==> config.mk <==
export PLATFORM = sky130hd
export DESIGN_NAME = sprite_pool
export DESIGN_NICKNAME = d
export VERILOG_FILES = /design/src/rtl/sprite_pkg.sv /design/src/rtl/sprite_slot.sv /design/src/rtl/sprite_pool.sv
export SDC_FILE = /design/constraint.sdc
export NUM_CORES = 1
export LEC_CHECK = 0
export BUFFER_PORTS_ARGS = -buffer_cell sky130_fd_sc_hd__buf_2
export CORE_MARGIN = 5
export CORE_UTILIZATION = 35
export DETAILED_ROUTE_END_ITERATION = 16
export HOLD_SLACK_MARGIN = 0.06
export PLACE_DENSITY = 0.57
export SLEW_MARGIN = 0
export SYNTH_ARGS = -nofsm -noshare
export SYNTH_HDL_FRONTEND = slang
export SYNTH_SLANG_ARGS = --single-unit
export TNS_END_PERCENT = 10
==> constraint.sdc <==
create_clock -name clk_60hz -period 10.4 [get_ports clk_60hz]
set_clock_uncertainty 0.15 [all_clocks]
set_input_delay 2.08 -clock clk_60hz [delete_from_list [all_inputs] [get_ports clk_60hz]]
set_output_delay 2.08 -clock clk_60hz [all_outputs]
set_load 0.005 [all_outputs]
==> src/rtl/sprite_pkg.sv <==
// Shared definitions for the sprite pool: slot states, screen geometry and a
// helper that widens a coordinate to the 11-bit bound-check width.
package sprite_pkg;

  localparam int COORD_W      = 10;
  localparam int SCREEN_W     = 640;
  localparam int SCREEN_H     = 480;
  localparam int EXPLODE_CLKS = 4;
  localparam int EXPLODE_PAD  = 2;

  typedef enum logic [1:0] {
    SLOT_IDLE    = 2'd0,
    SLOT_ACTIVE  = 2'd1,
    SLOT_EXPLODE = 2'd2
  } slot_state_e;

  // Zero-extend a coordinate by one bit so sums and limits never wrap.
  function automatic logic [COORD_W:0] ext(input logic [COORD_W-1:0] v);
    return {1'b0, v};
  endfunction

endpackage

==> src/rtl/sprite_slot.sv <==
// One moving object: IDLE/ACTIVE(/EXPLODE) state, position and direction,
// plus its combinational pixel hit test.
// Optional feature macro: SPRITE_POOL_EXPLODE_EN (kill shows a 4-clock
// enlarged explosion before the slot frees up).
module sprite_slot
  import sprite_pkg::*;
#(
  parameter int OBJ_W = 4,
  parameter int OBJ_H = 8,
  parameter int SPEED = 4
) (
  input  logic               clk_60hz,
  input  logic               reset,
  input  logic               load,
  input  logic [COORD_W-1:0] load_x,
  input  logic [COORD_W-1:0] load_y,
  input  logic               load_dir,
  input  logic               kill,
  input  logic [COORD_W-1:0] px,
  input  logic [COORD_W-1:0] py,
  output slot_state_e        state,
  output logic               pixel
);

  localparam int CW1 = COORD_W + 1;
  localparam logic [COORD_W-1:0] SPEED_C  = COORD_W'(SPEED);
  localparam logic [COORD_W:0]   SPEED_X  = CW1'(SPEED);
  localparam logic [COORD_W:0]   BOTTOM_X = CW1'(SCREEN_H - OBJ_H);
  localparam logic [COORD_W:0]   W_X      = CW1'(OBJ_W);
  localparam logic [COORD_W:0]   H_X      = CW1'(OBJ_H);

  slot_state_e        state_q, state_d;
  logic [COORD_W-1:0] x_q, x_d, y_q, y_d;
  logic               dir_q, dir_d;
  logic [COORD_W:0]   y_dn;
  logic [COORD_W:0]   pad;
  logic               in_x, in_y;
`ifdef SPRITE_POOL_EXPLODE_EN
  logic [1:0]         boom_q, boom_d;
`endif

  // Next-state: load when idle, otherwise kill beats move/retire.
  always_comb begin
    state_d = state_q;
    x_d     = x_q;
    y_d     = y_q;
    dir_d   = dir_q;
    y_dn    = ext(y_q) + SPEED_X;
`ifdef SPRITE_POOL_EXPLODE_EN
    boom_d  = boom_q;
`endif
    case (state_q)
      SLOT_IDLE: begin
        if (load) begin
          state_d = SLOT_ACTIVE;
          x_d     = load_x;
          y_d     = load_y;
          dir_d   = load_dir;
        end
      end
      SLOT_ACTIVE: begin
        if (kill) begin
`ifdef SPRITE_POOL_EXPLODE_EN
          state_d = SLOT_EXPLODE;
          boom_d  = 2'(EXPLODE_CLKS - 1);
`else
          state_d = SLOT_IDLE;
`endif
        end else if (!dir_q) begin
          if (ext(y_q) < SPEED_X) state_d = SLOT_IDLE;
          else                    y_d     = y_q - SPEED_C;
        end else begin
          if (y_dn > BOTTOM_X) state_d = SLOT_IDLE;
          else                 y_d     = y_dn[COORD_W-1:0];
        end
      end
      SLOT_EXPLODE: begin
`ifdef SPRITE_POOL_EXPLODE_EN
        if (boom_q == 2'd0) state_d = SLOT_IDLE;
        else                boom_d  = boom_q - 2'd1;
`else
        state_d = SLOT_IDLE;
`endif
      end
      default: state_d = SLOT_IDLE;
    endcase
  end

  // Slot registers.
  always_ff @(posedge clk_60hz) begin
    if (reset) begin
      state_q <= SLOT_IDLE;
      x_q     <= '0;
      y_q     <= '0;
      dir_q   <= 1'b0;
`ifdef SPRITE_POOL_EXPLODE_EN
      boom_q  <= 2'd0;
`endif
    end else begin
      state_q <= state_d;
      x_q     <= x_d;
      y_q     <= y_d;
      dir_q   <= dir_d;
`ifdef SPRITE_POOL_EXPLODE_EN
      boom_q  <= boom_d;
`endif
    end
  end

  // Hit test; an exploding object is drawn enlarged on every side.
  always_comb begin
    pad = '0;
`ifdef SPRITE_POOL_EXPLODE_EN
    if (state_q == SLOT_EXPLODE) pad = CW1'(EXPLODE_PAD);
`endif
    in_x  = (ext(px) + pad >= ext(x_q)) && (ext(px) < ext(x_q) + W_X + pad);
    in_y  = (ext(py) + pad >= ext(y_q)) && (ext(py) < ext(y_q) + H_X + pad);
    pixel = (state_q != SLOT_IDLE) && in_x && in_y;
  end

  assign state = state_q;

endmodule

==> src/rtl/sprite_pool.sv <==
// Pool of N_SLOTS independent moving objects with a rising-edge spawn
// request, lowest-free-slot allocator and spawn cooldown.
// Optional feature macro: SPRITE_POOL_EXPLODE_EN (handled inside sprite_slot).
//
// Handshake: spawn is a level input; each 0->1 transition is one request.
// An accepted request produces a one-clock spawn_ack pulse in the same cycle
// the new slot first reads as active; dropped requests get no ack at all.
module sprite_pool
  import sprite_pkg::*;
#(
  parameter int N_SLOTS  = 8,
  parameter int OBJ_W    = 4,
  parameter int OBJ_H    = 8,
  parameter int SPEED    = 4,
  parameter int COOLDOWN = 8
) (
  input  logic                         clk_60hz,
  input  logic                         reset,
  input  logic [COORD_W-1:0]           px,
  input  logic [COORD_W-1:0]           py,
  input  logic                         spawn,
  input  logic [COORD_W-1:0]           spawn_x,
  input  logic [COORD_W-1:0]           spawn_y,
  input  logic                         spawn_dir,
  input  logic [N_SLOTS-1:0]           kill,
  output logic                         pixel,
  output logic [N_SLOTS-1:0]           slot_pixel,
  output logic [N_SLOTS-1:0]           active,
  output logic                         spawn_ack,
  output logic                         full,
  output logic [$clog2(N_SLOTS+1)-1:0] count
);

  localparam int CNT_W = $clog2(N_SLOTS + 1);
  localparam int CD_W  = (COOLDOWN < 1) ? 1 : $clog2(COOLDOWN + 1);
  localparam logic [CD_W-1:0] CD_LOAD = CD_W'(COOLDOWN);

  slot_state_e        slot_state [N_SLOTS];
  logic               spawn_q, spawn_d;
  logic [CD_W-1:0]    cd_q, cd_d;
  logic               ack_q, ack_d;
  logic [N_SLOTS-1:0] load_vec;
  logic               req, accept, found;

  // Occupancy summary from registered slot states only.
  always_comb begin
    active = '0;
    count  = '0;
    for (int i = 0; i < N_SLOTS; i++) begin
      active[i] = (slot_state[i] != SLOT_IDLE);
      count     = count + CNT_W'(active[i]);
    end
    full  = (count == CNT_W'(N_SLOTS));
    pixel = |slot_pixel;
  end

  // Request edge detect, accept decision, lowest-index free slot, cooldown.
  always_comb begin
    req      = spawn && !spawn_q;
    accept   = req && (cd_q == '0) && !full;
    load_vec = '0;
    found    = 1'b0;
    for (int i = 0; i < N_SLOTS; i++) begin
      if (!found && !active[i]) begin
        load_vec[i] = accept;
        found       = 1'b1;
      end
    end
    spawn_d = spawn;
    ack_d   = accept;
    if (accept)          cd_d = CD_LOAD;
    else if (cd_q != '0) cd_d = cd_q - CD_W'(1);
    else                 cd_d = cd_q;
  end

  // Allocator registers; the edge register resets high so a spawn held
  // through reset never fires.
  always_ff @(posedge clk_60hz) begin
    if (reset) begin
      spawn_q <= 1'b1;
      cd_q    <= '0;
      ack_q   <= 1'b0;
    end else begin
      spawn_q <= spawn_d;
      cd_q    <= cd_d;
      ack_q   <= ack_d;
    end
  end

  assign spawn_ack = ack_q;

  for (genvar g = 0; g < N_SLOTS; g++) begin : g_slot
    sprite_slot #(
      .OBJ_W (OBJ_W),
      .OBJ_H (OBJ_H),
      .SPEED (SPEED)
    ) u_slot (
      .clk_60hz (clk_60hz),
      .reset    (reset),
      .load     (load_vec[g]),
      .load_x   (spawn_x),
      .load_y   (spawn_y),
      .load_dir (spawn_dir),
      .kill     (kill[g]),
      .px       (px),
      .py       (py),
      .state    (slot_state[g]),
      .pixel    (slot_pixel[g])
    );
  end

endmodule

* Word level (Yosys, flattened, before mapping)
Cells that the tools add are included.
Widths: inputs -> output; s select.
** Storage, ports and cells
- Register bits :: 190
- Logic and storage cells :: 404
** Operators by class
- Magnitude comparators :: 48
- Add/sub/neg operators :: 40
- Reductions and logical operators :: 110
- Equality and inequality tests :: 57
- Muxes and demuxes :: 113
** Operators by type and width (count)
- $mux 10 :: 40
- $add 10x3->11 const B :: 16
- $lt 10x11->1 :: 16
- $ge 10x10->1 :: 16
- $pmux 10 s2 :: 8
- $add 10x4->11 const B :: 8
- $gt 11x9->1 const B :: 8
- $lt 10x3->1 const B :: 8
- $mux 2 :: 40
- $sub 10x3->10 const B :: 8
- $logic_and 1x1->1 :: 42
- $reduce_and 5->1 :: 8
- $reduce_bool 2->1 :: 17
- $ne 4x2->1 const B :: 8
- $ne 4x4->1 const B :: 8
- $pmux 2 s2 :: 8
- $ne 3x2->1 const B :: 8
- $ne 3x3->1 const B :: 8
- $reduce_and 3->1 :: 8
- $add 4x1->4 :: 4
- $eq 2x1->1 const B :: 8
- $logic_not 2->1 :: 8
- $ne 2x1->1 const B :: 8
- $ne 2x2->1 const B :: 8
- other kinds (13) :: 49

* Depth between registers and ports, before layout
- Depth after elaboration :: 24
- Mapped depth :: 17

* Cells and area by module
Synthesis repeated with hierarchy kept, for this count alone.
** Second synthesis, totals
- Cell total of the unflattened synthesis :: 2603
- Area total of the unflattened synthesis :: 20274.4 sq um
** By module, submodules not included
- sprite_slot at g_slot[2].u_slot ... :: area an instance 2453.6 sq um, times used 5, seq. area each 440.4 sq um, cells an instance 315
- sprite_slot at g_slot[0].u_slot ... :: area an instance 2454.9 sq um, times used 2, seq. area each 440.4 sq um, cells an instance 316
- sprite_slot at g_slot[5].u_slot :: area an instance 2411.1 sq um, times used 1, seq. area each 440.4 sq um, cells an instance 316
- sprite_pool :: area an instance 685.7 sq um, times used 1, seq. area each 120.1 sq um, cells an instance 80

* Least setup slack after synthesis
No wires, ideal clock.
- Path kind :: input port to output port
- Start :: in py[7]
- End :: out pixel
- Data arrival time :: 3665 ps
- Required time :: 8170 ps
- Buffers on the path :: 0
- Stages :: 8
- Setup slack :: 4505 ps
- Cells stage by stage :: ha_1 or4_1 a211o_1 a41o_1 o311ai_0 a211oi_1 a31oi_1 nand4b_1
** Between the ends
- Word-level cells in the longest chain between the ends :: 4
- Elaborated cells on any way between the ends :: 33
** Ends and longest elaborated chain
- start: declaration :: line sprite_pool.sv:20 : input logic [COORD_W-1:0] py,
- $lt 10x11->1 / $ge 10x10->1 (equally long branches) :: line sprite_slot.sv:117 : in_y = (ext(py) + pad >= ext(y_q)) && (ext(py) < ext(y_q) + H_X + pad);
- $logic_and 1x1->1 (*) :: line sprite_slot.sv:117
- $logic_and 1x1->1 (*) :: line sprite_slot.sv:118 : pixel = (state_q != SLOT_IDLE) && in_x && in_y;
- named net g_slot[1].u_slot.pixel :: line sprite_slot.sv:22 : output logic pixel
- $reduce_or 8->1 (*) :: line sprite_pool.sv:54 : pixel = |slot_pixel;
- end: declaration :: line sprite_pool.sv:26 : output logic pixel,
Mark *: on every way through the listed nets, which the timed path passes. The rest lies on a longest branch.

* Final worst setup path
- Start :: in py[9]
- End :: out pixel
** Between the ends
- Word-level cells in the longest chain between the ends :: 4
- Elaborated cells on any way between the ends :: 33
** Ends and longest elaborated chain (line)
- $lt 10x11->1 / $ge 10x10->1 (equally long branches) :: sprite_slot.sv:117
- $logic_and 1x1->1 :: sprite_slot.sv:117
- $logic_and 1x1->1 :: sprite_slot.sv:118
- $reduce_or 8->1 (*) :: sprite_pool.sv:54
Mark *: on every way between the ends. The rest lies on a longest branch, timed or not.

==> results.json <==
{
  "crit_fanout": 16,
  "start_util_pct": 35.2,
  "area_delta_synth_final_pct": 7.86,
  "status": "finished clean",
  "synth-main-ff-cell": "dfxtp_1",
  "drv_slew": 0,
  "post-route-min-period_ns": 7.04,
  "m1WireLength_um": 28700,
  "cp_cell_sequence": "buf_2 -> ha_1 -> a2111oi_0 -> o21ai_0 -> a21oi_1 -> o21ai_0 -> nor4bb_1 -> nor2_1 -> nand4b_1 -> buf_2",
  "slew_headroom_pct": 26.2,
  "crit_required_ns": 8.17,
  "layout-drive-gt1-share_pct": 6.14,
  "worstHoldPathType": "reg2reg",
  "combPwrFrac_pct": 19.5,
  "clk_pin_slew_ns": 0.07,
  "layout_commonest_cell": "ha_1",
  "setup_viol": 0,
  "die_w_um": 240,
  "top_layer_used": "met4",
  "dieArea_um2": 57400,
  "netlist_instances": 2386,
  "synthTopCellsByArea": "ha_1 (23%), dfxtp_1 (20%), a21oi_1 (6.0%)",
  "groute.usage.overall_pct": 21.1,
  "first_pass_iters": 7,
  "power.density_nw_per_um2": 89.0,
  "wl_per_cell_um": 20.1,
  "drv_cap": 0,
  "fmax_mhz": 142,
  "ios": 75,
  "cp-start-kind": "input pin",
  "gp_congestion": 0.894,
  "switching_share_pct": 31.6,
  "drcViolationCount": 0,
  "final_cell_mix": "ha_1 (343), a21oi_1 (222), nand2_1 (220), inv_1 (197), dfxtp_1 (182)",
  "antenna_found_initial": 1,
  "drtIter0Drc": 1418,
  "placed_cell_area_um2": 19300,
  "n_antenna_cell": 0,
  "clk_latency_ns": 0.48,
  "p_int_mw": 1.21,
  "syn_area_per_cell_um2": 7.73,
  "gr-total-overflow": 0,
  "met3_length_um": 3460,
  "ir_worst_vdd_mv": 0.125,
  "arrival_ns": 4.81,
  "num-nets-final": 2765,
  "post-route-cell-area_um2": 19900,
  "fin_crit_sh_pct": 67.7,
  "synth_area_um2": 18400,
  "io_buffers": 74,
  "critical_path_class": "in2out",
  "yosysTopAreaCell": "ha_1",
  "numClockSinks": 182,
  "multiInputGateArea_um2": 13500,
  "via_count": 17600,
  "setup_tns_ns": 0,
  "grt_max_degree": 74,
  "htree_levels": 4,
  "syn-num-nets": 2785,
  "ant_nets": 0,
  "postCtsResizedCells": 0,
  "synth-edff-count": 0,
  "p_leak_nw": 7.60,
  "ys_ff_latch": 182,
  "fp-row-count": 84,
  "cp_slowest_cell": "nor4bb_1",
  "cts_hold_buf": 0,
  "synth_cell_types": 74,
  "dpl.hpwl_um": 44300,
  "n_fill_cell": 5497,
  "ys_warn_count": 0,
  "p_sw_mw": 0.560,
  "cts_tree": "yes",
  "tightest_slew_ns": 1.10,
  "grt_pass1_vias": 16700,
  "ys_seq_area_share_pct": 19.8,
  "cts_buffers": 17,
  "endpoint_kind": "primary output",
  "die_h_um": 240,
  "wl_met2_um": 28000,
  "seq_power_share_pct": 41.0,
  "power.clock.fraction_pct": 39.5,
  "clockRootBuffer": "clkbuf_16",
  "clk_path_buf_depth": 2,
  "seq_area_um2": 3640,
  "wirelength_um": 61700,
  "yosys.area.top_type_share_pct": 23.3,
  "rsz0062_at_grt": "false",
  "core_um2": 52300,
  "postCtsSetupRepairBufs": 0,
  "hold_violations": 0,
  "cpPeakStageDelay_ns": 0.51,
  "viasPerCell": 5.73,
  "synthArstFlopShare_pct": 0,
  "grt_pass1_wl_um": 95700
}
==> metrics by stage <==
step | worst slack, ns | power (mW) | std cells | hold slack (ns) | util, %
2_1_floorplan | 4.51 | 0.960 | 2386 | 0.282 | -
3_3_place_gp | 3.38 | 1.07 | 3035 | 0.294 | 36.9
3_5_place_dp | 3.36 | 1.09 | 3035 | 0.298 | 36.9
4_1_cts | 3.35 | 1.79 | 3066 | 0.308 | 38.0
5_1_grt | 3.17 | 1.86 | 3066 | 0.338 | 38.0
6_report | 3.36 | 1.77 | 3066 | 0.308 | 38.0
==> metal layers <==
layer | vias up | track usage [%]
met4 | 0 | 5.83
met2 | 484 | 34.6
met1 | 8456 | 29.0
li1 | 8559 | -
met5 | - | 0
met3 | 82 | 3.14
==> synth_stat cells, types with 12 or more instances <==
library cell	number
o32ai_1	24
nand4_1	30
dfxtp_1	182
a21oi_1	222
xnor2_1	108
ha_1	343
nor2b_1	23
a22oi_1	12
nor2_1	165
o21ai_0	85
nor4_1	29
and3_1	30
a21o_1	26
nand3_1	88
nand2b_1	16
o21a_1	24
nand2_1	220
buf_1	12
nor3_1	66
clkbuf_1	108
a211oi_1	34
inv_1	197
a31oi_1	30
mux2i_1	60
==> worst paths after layout <==
| path | from | to | slack [ns] | cells past startpoint |
|---|---|---|---|---|
| max reg2reg | g_slot[6].u_slot.state[0]$_SDFFE_PP0P_ | g_slot[2].u_slot.y_q[2]$_SDFFE_PP0P_ | 4.23 | 15 |
| min | g_slot[6].u_slot.x_q[0]$_SDFFE_PP0P_ | g_slot[6].u_slot.x_q[0]$_SDFFE_PP0P_ | 0.31 | 2 |
| min reg2reg | g_slot[6].u_slot.x_q[0]$_SDFFE_PP0P_ | g_slot[6].u_slot.x_q[0]$_SDFFE_PP0P_ | 0.31 | 2 |
| max | py[9] | pixel | 3.36 | 10 |
==> cell families after synthesis <==
kind of cell | synth area share (%)
simple gates | 19.4
compound gates | 20.9
fa+ha+maj | 23.7
buf+inv | 7.16
flops | 19.8
xor+xnor | 5.65
mux | 3.44
==> sequential cells by signal (all words and copies together) (netlist names) <==
name / flops
g_slot.u_slot.x_q: 80
g_slot.u_slot.y_q: 80
g_slot.u_slot.dir_q: 8
g_slot.u_slot.state: 8
cd_q: 4
spawn_ack: 1
spawn_q: 1
==> final cells by class <==
type / count / area share (%)
well taps: 688 / 4.33
repair buffers: 94 / 2.65
multi-input cells: 1862 / 67.8
flip-flops and latches: 182 / 18.3
clock inverters: 10 / 0.604
inverters: 209 / 3.94
clock buffers: 21 / 2.36
==> power groups by stage <==
stage | clock (mW) | combinational (mW) | sequential [mW]
floorplan | 0 | 0.224 | 0.736
global placement | 0 | 0.332 | 0.742
detailed placement | 0 | 0.343 | 0.742
CTS | 0.715 | 0.346 | 0.726
global route | 0.743 | 0.388 | 0.728
finish | 0.699 | 0.346 | 0.726
==> worst max-delay path: cells and delay by family <==
family / cells / cell delay (ns)
AO/OA/AOI/OAI: 4 / 0.90
AND/OR/NAND/NOR: 3 / 0.84
buffers and inverters: 2 / 0.62
adder cells (fa/ha/maj): 1 / 0.35
Power figures use the tool's default switching activity.
